### src/rtl/mbist_march_ctrl.sv
// March C- memory BIST engine for a single SRAM behind the BIST/functional mux.
// Issues one access per cycle, compares reads one cycle later, and reports done/pass/error count.
module mbist_march_ctrl #(
    parameter int                        BIST_ADDR_WD    = 9,
    parameter int                        BIST_DATA_WD    = 32,
    parameter logic [BIST_ADDR_WD-1:0]   BIST_ADDR_START = 9'h000,
    parameter logic [BIST_ADDR_WD-1:0]   BIST_ADDR_END   = 9'h1F8,
    parameter logic [BIST_DATA_WD-1:0]   BIST_DATA_PAT   = 32'h0000_0000,
    parameter int                        BIST_MAX_ERR    = 4,
    parameter int                        BIST_ERR_WD     = 4
) (
    input  logic                    bist_clk,
    input  logic                    rst,
    input  logic                    bist_run,
    output logic                    bist_en,
    output logic [BIST_ADDR_WD-1:0] bist_addr,
    output logic [BIST_DATA_WD-1:0] bist_wdata,
    output logic                    bist_wr,
    output logic                    bist_rd,
    input  logic [BIST_DATA_WD-1:0] bist_rdata,
    output logic                    bist_error,
    output logic [BIST_ADDR_WD-1:0] bist_error_addr,
    input  logic                    bist_correct,
    output logic                    bist_done,
    output logic                    bist_pass,
    output logic [BIST_ERR_WD-1:0]  bist_err_cnt,
    output logic                    bist_correct_seen
);
    localparam logic [BIST_DATA_WD-1:0] W0      = BIST_DATA_PAT;
    localparam logic [BIST_DATA_WD-1:0] W1      = ~BIST_DATA_PAT;
    localparam logic [BIST_ERR_WD-1:0]  MAX_ERR = BIST_ERR_WD'(BIST_MAX_ERR);

    typedef enum logic [2:0] {IDLE, MARCH_RD, MARCH_WR, DRAIN, DONE} state_t;

    state_t                  state_q, state_d;
    logic [2:0]              elem_q, elem_d, elem_nxt;
    logic [BIST_ADDR_WD-1:0] addr_q, addr_d, err_addr_q, err_addr_d, cmp_addr_q, cmp_addr_d;
    logic [BIST_DATA_WD-1:0] wdata_q, wdata_d, cmp_exp_q, cmp_exp_d;
    logic [BIST_ERR_WD-1:0]  cnt_q, cnt_d, cnt_inc;
    logic en_q, en_d, rd_q, rd_d, wr_q, wr_d, err_q, err_d;
    logic done_q, done_d, pass_q, pass_d, cs_q, cs_d, cmp_vld_q, cmp_vld_d;
    logic up, last, mis;

    always_comb begin
        state_d    = state_q;
        elem_d     = elem_q;
        addr_d     = addr_q;
        wdata_d    = wdata_q;
        done_d     = done_q;
        pass_d     = pass_q;
        cnt_d      = cnt_q;
        cs_d       = cs_q;
        err_d      = 1'b0;
        err_addr_d = err_addr_q;
        cmp_vld_d  = 1'b0;
        cmp_exp_d  = cmp_exp_q;
        cmp_addr_d = cmp_addr_q;

        up       = elem_q < 3'd3;
        last     = up ? (addr_q == BIST_ADDR_END) : (addr_q == BIST_ADDR_START);
        elem_nxt = elem_q + 3'd1;
        mis      = cmp_vld_q && (bist_rdata != cmp_exp_q);
        cnt_inc  = (cnt_q == '1) ? cnt_q : cnt_q + BIST_ERR_WD'(1);

        case (state_q)
            IDLE: begin
                if (bist_run) begin
                    state_d = MARCH_WR;
                    elem_d  = 3'd0;
                    addr_d  = BIST_ADDR_START;
                    wdata_d = W0;
                    cnt_d   = '0;
                    cs_d    = 1'b0;
                end
            end
            MARCH_RD, MARCH_WR: begin
                if (bist_correct) cs_d = 1'b1;
                if (state_q == MARCH_RD) begin
                    cmp_vld_d  = 1'b1;
                    cmp_exp_d  = (elem_q == 3'd2 || elem_q == 3'd4) ? W1 : W0;
                    cmp_addr_d = addr_q;
                end
                if (state_q == MARCH_RD && elem_q != 3'd5) begin
                    state_d = MARCH_WR;
                    wdata_d = (elem_q == 3'd1 || elem_q == 3'd3) ? W1 : W0;
                end else if (last) begin
                    if (elem_q == 3'd5) begin
                        state_d = DRAIN;
                    end else begin
                        state_d = MARCH_RD;
                        elem_d  = elem_nxt;
                        addr_d  = (elem_nxt < 3'd3) ? BIST_ADDR_START : BIST_ADDR_END;
                    end
                end else begin
                    state_d = (elem_q == 3'd0) ? MARCH_WR : MARCH_RD;
                    addr_d  = up ? addr_q + BIST_ADDR_WD'(1) : addr_q - BIST_ADDR_WD'(1);
                end
            end
            DRAIN:   state_d = DONE;
            DONE:    if (!bist_run) state_d = IDLE;
            default: state_d = IDLE;
        endcase

        // Compare the read issued last cycle; an overflow of the budget ends the test now.
        if (mis) begin
            err_d      = 1'b1;
            err_addr_d = cmp_addr_q;
            cnt_d      = cnt_inc;
            if (cnt_inc > MAX_ERR) begin
                state_d   = DONE;
                cmp_vld_d = 1'b0;
            end
        end
        if (state_d == DONE && state_q != DONE) pass_d = (cnt_d <= MAX_ERR);

        if (!bist_run && (state_q == MARCH_RD || state_q == MARCH_WR || state_q == DRAIN)) begin
            state_d    = IDLE;
            err_d      = 1'b0;
            err_addr_d = err_addr_q;
            cnt_d      = cnt_q;
            cmp_vld_d  = 1'b0;
        end

        done_d = (state_d == DONE);
        if (state_d != DONE) pass_d = 1'b0;
        en_d = (state_d == MARCH_RD) || (state_d == MARCH_WR) || (state_d == DRAIN);
        rd_d = (state_d == MARCH_RD);
        wr_d = (state_d == MARCH_WR);
    end

    always_ff @(posedge bist_clk) begin
        if (rst) begin
            state_q    <= IDLE;
            elem_q     <= '0;
            addr_q     <= '0;
            wdata_q    <= '0;
            en_q       <= 1'b0;
            rd_q       <= 1'b0;
            wr_q       <= 1'b0;
            err_q      <= 1'b0;
            err_addr_q <= '0;
            done_q     <= 1'b0;
            pass_q     <= 1'b0;
            cnt_q      <= '0;
            cs_q       <= 1'b0;
            cmp_vld_q  <= 1'b0;
            cmp_exp_q  <= '0;
            cmp_addr_q <= '0;
        end else begin
            state_q    <= state_d;
            elem_q     <= elem_d;
            addr_q     <= addr_d;
            wdata_q    <= wdata_d;
            en_q       <= en_d;
            rd_q       <= rd_d;
            wr_q       <= wr_d;
            err_q      <= err_d;
            err_addr_q <= err_addr_d;
            done_q     <= done_d;
            pass_q     <= pass_d;
            cnt_q      <= cnt_d;
            cs_q       <= cs_d;
            cmp_vld_q  <= cmp_vld_d;
            cmp_exp_q  <= cmp_exp_d;
            cmp_addr_q <= cmp_addr_d;
        end
    end

    assign bist_en           = en_q;
    assign bist_addr         = addr_q;
    assign bist_wdata        = wdata_q;
    assign bist_wr           = wr_q;
    assign bist_rd           = rd_q;
    assign bist_error        = err_q;
    assign bist_error_addr   = err_addr_q;
    assign bist_done         = done_q;
    assign bist_pass         = pass_q;
    assign bist_err_cnt      = cnt_q;
    assign bist_correct_seen = cs_q;
endmodule

### config.mk
export PLATFORM = sky130hd
export DESIGN_NAME = mbist_march_ctrl
export DESIGN_NICKNAME = d
export VERILOG_FILES = /design/src/rtl/mbist_march_ctrl.sv
export SDC_FILE = /design/constraint.sdc
export NUM_CORES = 1
export LEC_CHECK = 0
export BUFFER_PORTS_ARGS = -buffer_cell sky130_fd_sc_hd__buf_4
export CELL_PAD_IN_SITES_DETAIL_PLACEMENT = 2
export CELL_PAD_IN_SITES_GLOBAL_PLACEMENT = 2
export CORE_MARGIN = 3
export CORE_UTILIZATION = 28
export DETAILED_ROUTE_END_ITERATION = 12
export PLACE_DENSITY_LB_ADDON = 0.2
export SETUP_SLACK_MARGIN = 0.15
export SLEW_MARGIN = 40
export SYNTH_ARGS = -nofsm -noshare
export SYNTH_HDL_FRONTEND = slang
export SYNTH_SLANG_ARGS = --single-unit
export TNS_END_PERCENT = 5
### constraint.sdc
create_clock -name bist_clk -period 3.2 [get_ports bist_clk]
set_input_delay 0.8 -clock bist_clk [delete_from_list [all_inputs] [get_ports bist_clk]]
set_output_delay 0.8 -clock bist_clk [all_outputs]
set_load 0.01 [all_outputs]
==> flow_metrics.tcl <==
set metrics [dict create \
    status "finished clean" \
    syn_avg_cell_area_sq_um 7.992 \
    place_congestion 0.7481 \
    dpl-instance-area_sq_um 3612 \
    worstPathMaxFanout 6 \
    clock_skew_ns 0.004486 \
    track_usage 0.1561 \
    start_util 0.2882 \
    drv_cap 0 \
    antenna_found_initial 0 \
    dp_cells 563 \
    max_freq_mhz 384.4 \
    ir_worst_vdd_uv 184.6 \
    io_buffers 96 \
    synth_commonest_cells "dfxtp_1 (47), nor2_1 (39), nand2_1 (34)" \
    dieArea_sq_um 11950 \
    grt.overflow.total 0 \
    root_buffer "clkbuf_8" \
    arrival_ns 2.80 \
    io_pins 97 \
    grt_max_degree 47 \
    synth_edf_count 0 \
    post_cts_buffers 0 \
    slew_headroom 0.5887 \
    synth_top_area_frac 0.3148 \
    clock-sinks 47 \
    antenna_left 0 \
    fin_crit_sh 0.8130 \
    required_ns 3.39 \
    synth_seq_cells 47 \
    drive_gt1_frac 0.2759 \
    rsz0062_at_grt "no" \
    clockBufferDepth 2 \
    clkTransAtPathRegs_ns 0.10 \
    synth.area.top_cells "dfxtp_1 (31%), buf_4 (8.0%), ha_1 (5.0%)" \
    worstSetupPathType "reg -> reg" \
    diodes 0 \
    period_minus_slack_ns 2.602 \
    fp.dieW_um 109.3 \
    cts_tree "built" \
    drcViolationCount 0 \
    postRouteWirelength_um 9371 \
    drv_slew 0 \
    yosysWarnings 0 \
    tightest_slew_ns 0.6014 \
    finalSetupTns_ns 0 \
    rows 37 \
    cts_buffers 5 \
    crit_path_end_kind "flop" \
    stdcell_area_sq_um 3729 \
    cts_resized 0 \
    htreeDepth 2 \
    grt_pass1_wl_um 14950 \
    synthArstFlopShare 0 \
    vias_per_cell 5.114 \
    clk_latency_ns 0.31 \
    critPathLaunchType "flop" \
    synthToLayoutAreaGrowth_pct 24.74 \
    netlist.top_cell.by_area "dfxtp_1" \
    drtPass1Iterations 4 \
    grt_pass1_vias 2925 \
    vias 2920 \
    reg2reg_slack_ns 0.60 \
    die_y_um 109.3 \
    instances_no_fill 571 \
    ys_seq_area_frac 0.3148 \
    postSynthCellCount 374 \
    synthMostInstantiatedCell "dfxtp_1" \
    syn-cell-area_sq_um 2989 \
    synthDistinctLibCells 56 \
    core-area_sq_um 10370 \
    synth_nets 423 \
    hold_buffers 0 \
    power.density_nw_per_um2 332.1 \
    setup-violations-final 0 \
    wire_per_inst_um 16.41 \
    hpwl_um 7240 \
    ys.flop_type "dfxtp_1" \
    drt_iter0_drc 132 \
    leakage_nw 1.631 \
    hold_path.class "reg -> reg" \
    final_nets 483 \
    finalHoldViolations 0 \
]
[final cells by class]
class                      instances  area (sq um)
fill                            1219          6641
clock buffer                       5         68.82
tap                              136         170.2
clock inverter                     3         47.55
inverter                           8         30.03
sequential                        47         942.2
multi-input combinational        270          1704
timing repair buffer             102         765.7
[kinds of logic (layout without fill, tap and decap cells)]
kind of cell | count (synthesis) | count (layout) | share of synthesized area
xor gates and xnor gates | 7 | 7 | 0.02051
DFF | 47 | 47 | 0.3148
muxes | 13 | 13 | 0.04395
AOI/OAI and AO/OA | 86 | 86 | 0.1946
and+or+nand+nor | 151 | 151 | 0.2532
adders and majority gates | 13 | 13 | 0.05693
buffers and inverters | 57 | 118 | 0.1159
[metal layers]
metal  wire (um)  track usage  vias to the layer above
li1            -            -                     1438
met1        4461       0.2181                     1422
met2        4415       0.2581                       56
met3         453      0.03053                        4
met4          40      0.01603                        0
met5           0            0                        -
[worst max-delay path: stages (launching register included)]
cell and delay, ns:
dfxtp_1 0.46, a21o_1 0.25, ha_1 0.26, a21o_1 0.17, a21oi_1 0.22, o21bai_1 0.13, a2111oi_0 0.59, nor4_1 0.11
nor3_1 0.19, o32ai_1 0.10
[flip-flops by register name (all words and copies together) (netlist names), 3 cells and up]
signal	cells
bist_err_cnt	4
elem_q	3
bist_addr	9
state_q	3
cmp_addr_q	9
bist_error_addr	9
[final timing paths]
| check | end | depth (start not counted) | from |
|---|---|---|---|
| setup / recovery | bist_addr[7] | 9 | elem_q[0] |
| hold / removal | cmp_addr_q[7] | 2 | cmp_addr_q[7] |
| setup reg to reg | bist_addr[7] | 9 | elem_q[0] |
| hold reg to reg | cmp_addr_q[7] | 2 | cmp_addr_q[7] |
[stage by stage]
stage	util	hold WS (ns)	power [mW]	setup slack, ns
final	0.3596	0.4598	1.238	0.5984
after detailed placement	0.3483	0.4506	0.7836	0.4088
after global routing	0.3596	0.4953	1.303	0.2899
after CTS	0.3596	0.4622	1.258	0.5849
after global placement	0.3480	0.4465	0.7781	0.4800
after floorplan	-	0.4357	0.7055	0.6734
[report_power, final]
group / internal, mW / switching (mW) / total [mW]
clock: 0.237 / 0.233 / 0.471
combinational: 0.0740 / 0.0877 / 0.162
sequential: 0.593 / 0.0133 / 0.606
total: 0.904 / 0.334 / 1.24
[cell usage in the layout (no fill, tap or decap), types with 8 or more instances in the layout]
master,n
a21oi_1,25
buf_4,102
dfxtp_1,46
ha_1,12
inv_1,8
mux2i_1,12
nand2_1,34
nand2b_1,8
nand3_1,15
nand4_1,8
nor2_1,38
nor3_1,13
nor4_1,10
o21ai_0,10
Power figures use the tool's default switching activity.
